===== src/rtl/systolic_skew_feeder_pkg.sv =====
// Shared types and helpers for the systolic skew feeder.
package systolic_skew_feeder_pkg;

  typedef enum logic [1:0] {
    StIdle,
    StFeed,
    StFlush,
    StDone
  } state_e;

  // Zero-bubble cycles needed after the last operand to reach PE(H-1,W-1) and accumulate.
  function automatic int unsigned flush_len(input int unsigned h, input int unsigned w,
                                            input int unsigned pe_lat);
    return h + w - 2 + pe_lat;
  endfunction

endpackage


===== src/rtl/skew_delay_line.sv =====
// Free-running per-lane delay line used to diagonally skew one array edge lane.
module skew_delay_line #(
  parameter int unsigned WIDTH = 16,
  parameter int unsigned DEPTH = 1
) (
  input  logic             clk,
  input  logic             reset,
  input  logic [WIDTH-1:0] in_data,
  output logic [WIDTH-1:0] out_data
);

  if (DEPTH == 0) begin : g_wire
    logic w_unused;
    assign w_unused = clk ^ reset;
    assign out_data = in_data;
  end else begin : g_shift
    logic [WIDTH-1:0] r_stage [DEPTH];

    always_ff @(posedge clk or posedge reset) begin
      if (reset) begin
        for (int k = 0; k < DEPTH; k++) r_stage[k] <= '0;
      end else begin
        r_stage[0] <= in_data;
        for (int k = 1; k < DEPTH; k++) r_stage[k] <= r_stage[k-1];
      end
    end

    assign out_data = r_stage[DEPTH-1];
  end

endmodule


===== src/rtl/systolic_skew_feeder.sv =====
// Feeds skewed A/B operand slices into the systolic array edges and flags job completion.
module systolic_skew_feeder
  import systolic_skew_feeder_pkg::*;
#(
  parameter int unsigned WIDTH      = 16,
  parameter int unsigned ARR_HEIGHT = 4,
  parameter int unsigned ARR_WIDTH  = 4,
  parameter int unsigned PE_LAT     = 2,
  parameter int unsigned K_BITS     = 16
) (
  input  logic                        clk,
  input  logic                        reset,
  input  logic                        start,
  input  logic [K_BITS-1:0]           k_len,
  input  logic                        in_valid,
  output logic                        in_ready,
  input  logic [ARR_HEIGHT*WIDTH-1:0] in_a_vec,
  input  logic [ARR_WIDTH*WIDTH-1:0]  in_b_vec,
  output logic [ARR_HEIGHT*WIDTH-1:0] out_a,
  output logic [ARR_WIDTH*WIDTH-1:0]  out_b,
  output logic                        out_done_flag,
  output logic                        busy
);

  localparam int unsigned FlushLen = flush_len(ARR_HEIGHT, ARR_WIDTH, PE_LAT);
  localparam int unsigned FBits    = $clog2(FlushLen + 1);

  state_e                      r_state;
  state_e                      w_state_d;
  logic [K_BITS-1:0]           r_remaining;
  logic [FBits-1:0]            r_flush_cnt;
  logic                        w_accept;
  logic [ARR_HEIGHT*WIDTH-1:0] r_head_a;
  logic [ARR_WIDTH*WIDTH-1:0]  r_head_b;

  assign w_accept = (r_state == StFeed) & in_valid;

  always_ff @(posedge clk or posedge reset) begin
    if (reset) r_state <= StIdle;
    else       r_state <= w_state_d;
  end

  always_comb begin
    w_state_d = r_state;
    unique case (r_state)
      StIdle:  if (start) w_state_d = (k_len == '0) ? StDone : StFeed;
      StFeed:  if (w_accept && r_remaining == K_BITS'(1)) w_state_d = StFlush;
      StFlush: if (r_flush_cnt == FBits'(1)) w_state_d = StDone;
      StDone:  w_state_d = StIdle;
      default: w_state_d = StIdle;
    endcase
  end

  always_comb begin
    in_ready      = (r_state == StFeed);
    busy          = (r_state != StIdle);
    out_done_flag = (r_state == StDone);
  end

  always_ff @(posedge clk or posedge reset) begin
    if (reset) begin
      r_remaining <= '0;
      r_flush_cnt <= '0;
    end else begin
      if (r_state == StIdle && start) r_remaining <= k_len;
      else if (w_accept)              r_remaining <= r_remaining - K_BITS'(1);
      if (r_state == StFeed && w_state_d == StFlush) r_flush_cnt <= FBits'(FlushLen);
      else if (r_state == StFlush)                   r_flush_cnt <= r_flush_cnt - FBits'(1);
    end
  end

  // Lane heads load zeros on non-accept cycles so the free-running array sees bubbles.
  always_ff @(posedge clk or posedge reset) begin
    if (reset) begin
      r_head_a <= '0;
      r_head_b <= '0;
    end else begin
      r_head_a <= w_accept ? in_a_vec : '0;
      r_head_b <= w_accept ? in_b_vec : '0;
    end
  end

  for (genvar i = 0; i < ARR_HEIGHT; i++) begin : g_a_lane
    skew_delay_line #(
      .WIDTH(WIDTH),
      .DEPTH(i)
    ) u_dly (
      .clk     (clk),
      .reset   (reset),
      .in_data (r_head_a[i*WIDTH +: WIDTH]),
      .out_data(out_a[i*WIDTH +: WIDTH])
    );
  end

  for (genvar j = 0; j < ARR_WIDTH; j++) begin : g_b_lane
    skew_delay_line #(
      .WIDTH(WIDTH),
      .DEPTH(j)
    ) u_dly (
      .clk     (clk),
      .reset   (reset),
      .in_data (r_head_b[j*WIDTH +: WIDTH]),
      .out_data(out_b[j*WIDTH +: WIDTH])
    );
  end

endmodule

===== config.mk =====
export PLATFORM = sky130hd
export DESIGN_NAME = systolic_skew_feeder
export DESIGN_NICKNAME = d
export VERILOG_FILES = /design/src/rtl/systolic_skew_feeder_pkg.sv /design/src/rtl/skew_delay_line.sv /design/src/rtl/systolic_skew_feeder.sv
export SDC_FILE = /design/constraint.sdc
export NUM_CORES = 1
export LEC_CHECK = 0
export CAP_MARGIN = 10
export CORE_ASPECT_RATIO = 0.75
export CORE_MARGIN = 1.5
export CORE_UTILIZATION = 48
export DETAILED_ROUTE_END_ITERATION = 7
export PLACE_DENSITY = 0.78
export SLEW_MARGIN = 10
export SYNTH_ARGS = -nofsm -noshare
export SYNTH_HDL_FRONTEND = slang
export SYNTH_SLANG_ARGS = --single-unit

===== constraint.sdc =====
create_clock -name clk -period 16.8 [get_ports clk]
set_clock_uncertainty 0.1 [all_clocks]
set_input_delay 3.36 -clock clk [delete_from_list [all_inputs] [get_ports clk]]
set_output_delay 3.36 -clock clk [all_outputs]
set_load 0.01 [all_outputs]

==> summary.md <==
| Metric | Value |
|---|---|
| Status | complete, no violations |
| # diodes | 0 |
| Worst path cell trace | clkdlybuf4s50_1 -> inv_8 -> buf_4 -> buf_4 -> buf_4 |
| Routed vias/inst | approximately 4.6 |
| Hold Buf Count CTS | 0 |
| Max Clock Freq | roughly 150 MHz |
| Xor-xnor portion of the synthesized cell area | 0.00327 |
| Hold WC Path Type | reg -> reg |
| Worst setup SP type | primary input |
| Peak supply drop | between 0.00007 and 0.00008 V |
| Initial Util | 0.487 |
| Final core occ | 0.660 |
| Total GRT Usage | 0.180 |
| First-pass GRT wire length | between 30 and 40 mm |
| Slowest stage delay, CP | between 0.8 and 0.9 ns |
| Minimum clock period | roughly 6.7 ns |
| Post-synth EDFFs | 0 |
| Hold EP | g_b_lane[2].u_dly.g_shift.r_stage[16] |
| Pre-CTS setup slack | around 9.3 ns |
| Total power | ~2000 uW |
| RD Place Congestion | about 0.84 |
| Yosys top cell area share | 0.799 |
| Area leader, netlist | dfrtp_1 |
| Post-CTS sizing | 0 |
| Synth unique cells | 42 |
| Pre-Repair DR Iteration Count | 4 |
| Final period util | 0.400 |
| Num CTS Buffers | 31 |
| Reg power frac | 0.480 |
| Largest net degree at the start of global routing | between 100 and 150 |
| Sw Ratio | 0.233 |
| CTS root buf | clkbuf_16 |
| Pwr Density | around 140 mW/mm^2 |
| Vias after detailed routing | between 5,000 and 6,000 |
| NetSw | roughly 470 uW |
| Hold path start | r_head_b[32] |
| Worst R2R Start | r_state[1] |
| CORE AREA | 0.0220 sq mm |
| CP max stage cell | buf_4 |
| Area growth syn-to-layout | 35.6% |
| Top post-synthesis cells by area | dfrtp_1 (80%), and2_1 (7.5%), buf_4 (4.5%) |
| Setup_tns | 0 ns |
| Worst Hold Depth | 0 |
| DPL Wire Length | approximately 13 mm |
| Die Span Y | approximately 130 um |
| Multiplexer area fraction after synthesis | 0 |
| Initial antenna violation count | 0 |
| Clock Latency Late Sink | 0.55 ns |
| Comb pwr share | 0.131 |
| Detailed Route WL | 20.3 mm |
| Setup violations, final | 0 |
| Mapped Nets | roughly 830 |
| DRC Markers | 0 |
| DRT antenna net count | 0 |
| Slew at the pin with the worst max-slew slack | around 0.97 ns |
| Register area share after synthesis | 0.799 |
| Htree depth | 1 |
| WL/cell | 16.5 um |
| Critical path's top delay family | buffers and inverters |
| Hold violation total from the final report | 0 |
| Syn Inst Count | ~680 |
| RSZ-0062 raised after global routing | no |
| Grt ovf | 0 |
| TritonCTS clock tree | done |
| Reg2reg path depth | 3 |
| Avg Inst Size Synth | around 16 sq um |
| Post-synthesis register bit count | between 300 and 400 |
| Row cnt | 47 |
| Clock power frac | 0.389 |
| Fin. max-slew vios | 0 |
| Simple logic cell fraction of the synthesized area | 0.114 |
| Ys Warns | 0 |
| Die ar. | between 0.02 and 0.025 sq mm |
| Worst-case clock buffer depth | 3 |
| CP bufs+invs | 5 |
| Clock sinks | 342 |
| Die X-Extent | roughly 180 um |
| Req. time, crit path | roughly 17 ns |
| Post-CTS Repair Setup Buffers | 0 |
| Pleak | roughly 0.0067 uW |
| Post-Synth Adder-Cell Area | 0.00467 |
| Max-cap violations | 0 |
| Layout cells sized above 1 | 0.0757 |
| # IOs | between 200 and 300 |
| Worst setup margin | 10.08 ns |
| Crit path max fanout | roughly 100 |
| Clk slew on worst S/H paths | around 0.07 ns |
| Worst reg2reg endpoint | r_head_a[59] |
| Post-synth ARST share | 1.00 |
| Vias in the first global route | between 5,000 and 6,000 |
| Filler Cell Count | ~1,600 |
| Pint | about 1500 uW |
| Synth Area in Compound Gates | 0.0241 |
| Top FF cell, synth | dfrtp_1 |
| Data arrival, critical path | 7.16 ns |
| Worst Path Class, Setup | in -> async |
| IO Port Bufs | ~280 |
| Area of the mapped netlist | 0.0107 sq mm |
| Relative slew slack | 0.356 |
| Largest family of logic cells by synthesized area | simple AND/OR/NAND/NOR gates |
| Most common cell on crit path | buf_4 |
| CP Capture Type | async pin |
| Initial DRC count | 359 |
| Final nets | roughly 1,100 |
| Setup slack, reg-to-reg | 14.50 ns |
==> metal layers <==
metal	global-route usage	up-vias	share of wire
met1	0.251	2869	0.43
li1	-	2587	-
met2	0.283	228	0.47
met4	0.0484	0	0.027
met5	0	-	0
met3	0.0479	39	0.072
==> worst max-delay path by stage <==
stage               start                                     to  slack (ns)  depth (start not counted)
finish              reset  g_a_lane[3].u_dly.g_shift.r_stage[29]       10.08                          5
global route        reset                           r_head_a[63]        9.42                          5
CTS                 reset  g_a_lane[3].u_dly.g_shift.r_stage[45]        9.92                          5
detailed placement  reset         g_a_lane[1].u_dly.out_data[11]        9.33                          5
global placement    reset                           r_head_a[61]        9.45                          5
floorplan           reset          g_a_lane[1].u_dly.out_data[0]        3.86                          1
==> layout make-up <==
cell class              count  area, sq um  area share
inverters                   8         37.5     0.00258
clock inverters            19          319      0.0220
well taps                 294          368      0.0253
flip-flops and latches    342         8560       0.589
clock buffers              38          852      0.0587
repair buffers            283         2820       0.194
multi-input cells         248         1570       0.108
==> Yosys cell counts, types with 3 or more instances <==
cell,count
o21ai_0,13
nor3_1,7
o211ai_1,3
nand3b_1,3
xnor2_1,3
buf_4,64
a21oi_1,3
dfrtp_1,342
nand3_1,7
inv_1,8
nand2_1,19
clkbuf_1,20
ha_1,4
nor2_1,8
a22oi_1,4
nor4_1,10
nand2b_1,4
and2_1,129
==> kinds of logic (layout without fill, tap and decap cells) <==
group | count (synthesis) | count (layout)
buf+inv | 92 | 348
xor+xnor | 4 | 4
compound gates | 37 | 37
fa+ha+maj | 4 | 4
flops | 342 | 342
simple gates | 203 | 203
==> power by group through the flow <==
stage	sequential [uW]	clock, uW	combinational (uW)
global route	979	840	289
CTS	969	804	267
floorplan	977	0	150
detailed placement	982	0	265
global placement	975	0	259
finish	968	785	264
==> cells in the final DEF, fill, tap and decap left out, types with 3 or more instances in the layout <==
master           count
buf_4                5
nor3_1               7
clkdlybuf4s50_1    278
clkbuf_16           31
nand2b_1             4
o21ai_0             13
dfrtp_1            342
xnor2_1              3
a22oi_1              4
nor4_1              10
clkinv_2             7
o211ai_1             3
nand3b_1             3
and2_1             129
inv_1                7
clkbuf_8             5
nand3_1              7
nor2_1               8
nand2_1             19
bufinv_16            8
ha_1                 4
a21oi_1              3
==> through the flow <==
| stage | hold WS (ns) | area, sq um | instances |
|---|---|---|---|
| after global routing | 0.248 | 14500 | 1232 |
| after detailed placement | 0.235 | 13400 | 1175 |
| final | 0.232 | 14500 | 1232 |
| after CTS | 0.241 | 14500 | 1232 |
| after floorplan | 0.231 | 10700 | 682 |
| after global placement | 0.231 | 13400 | 1175 |
==> state kept, by name (all words and copies together), names as in the netlist <==
signal / cells
r_head_a: 64
r_head_b: 64
g_a_lane.u_dly.out_data: 48
g_a_lane.u_dly.g_shift.r_stage: 48
g_b_lane.u_dly.out_data: 48
g_b_lane.u_dly.g_shift.r_stage: 48
r_remaining: 16
r_flush_cnt: 4
r_state: 2
Power figures use the tool's default switching activity.
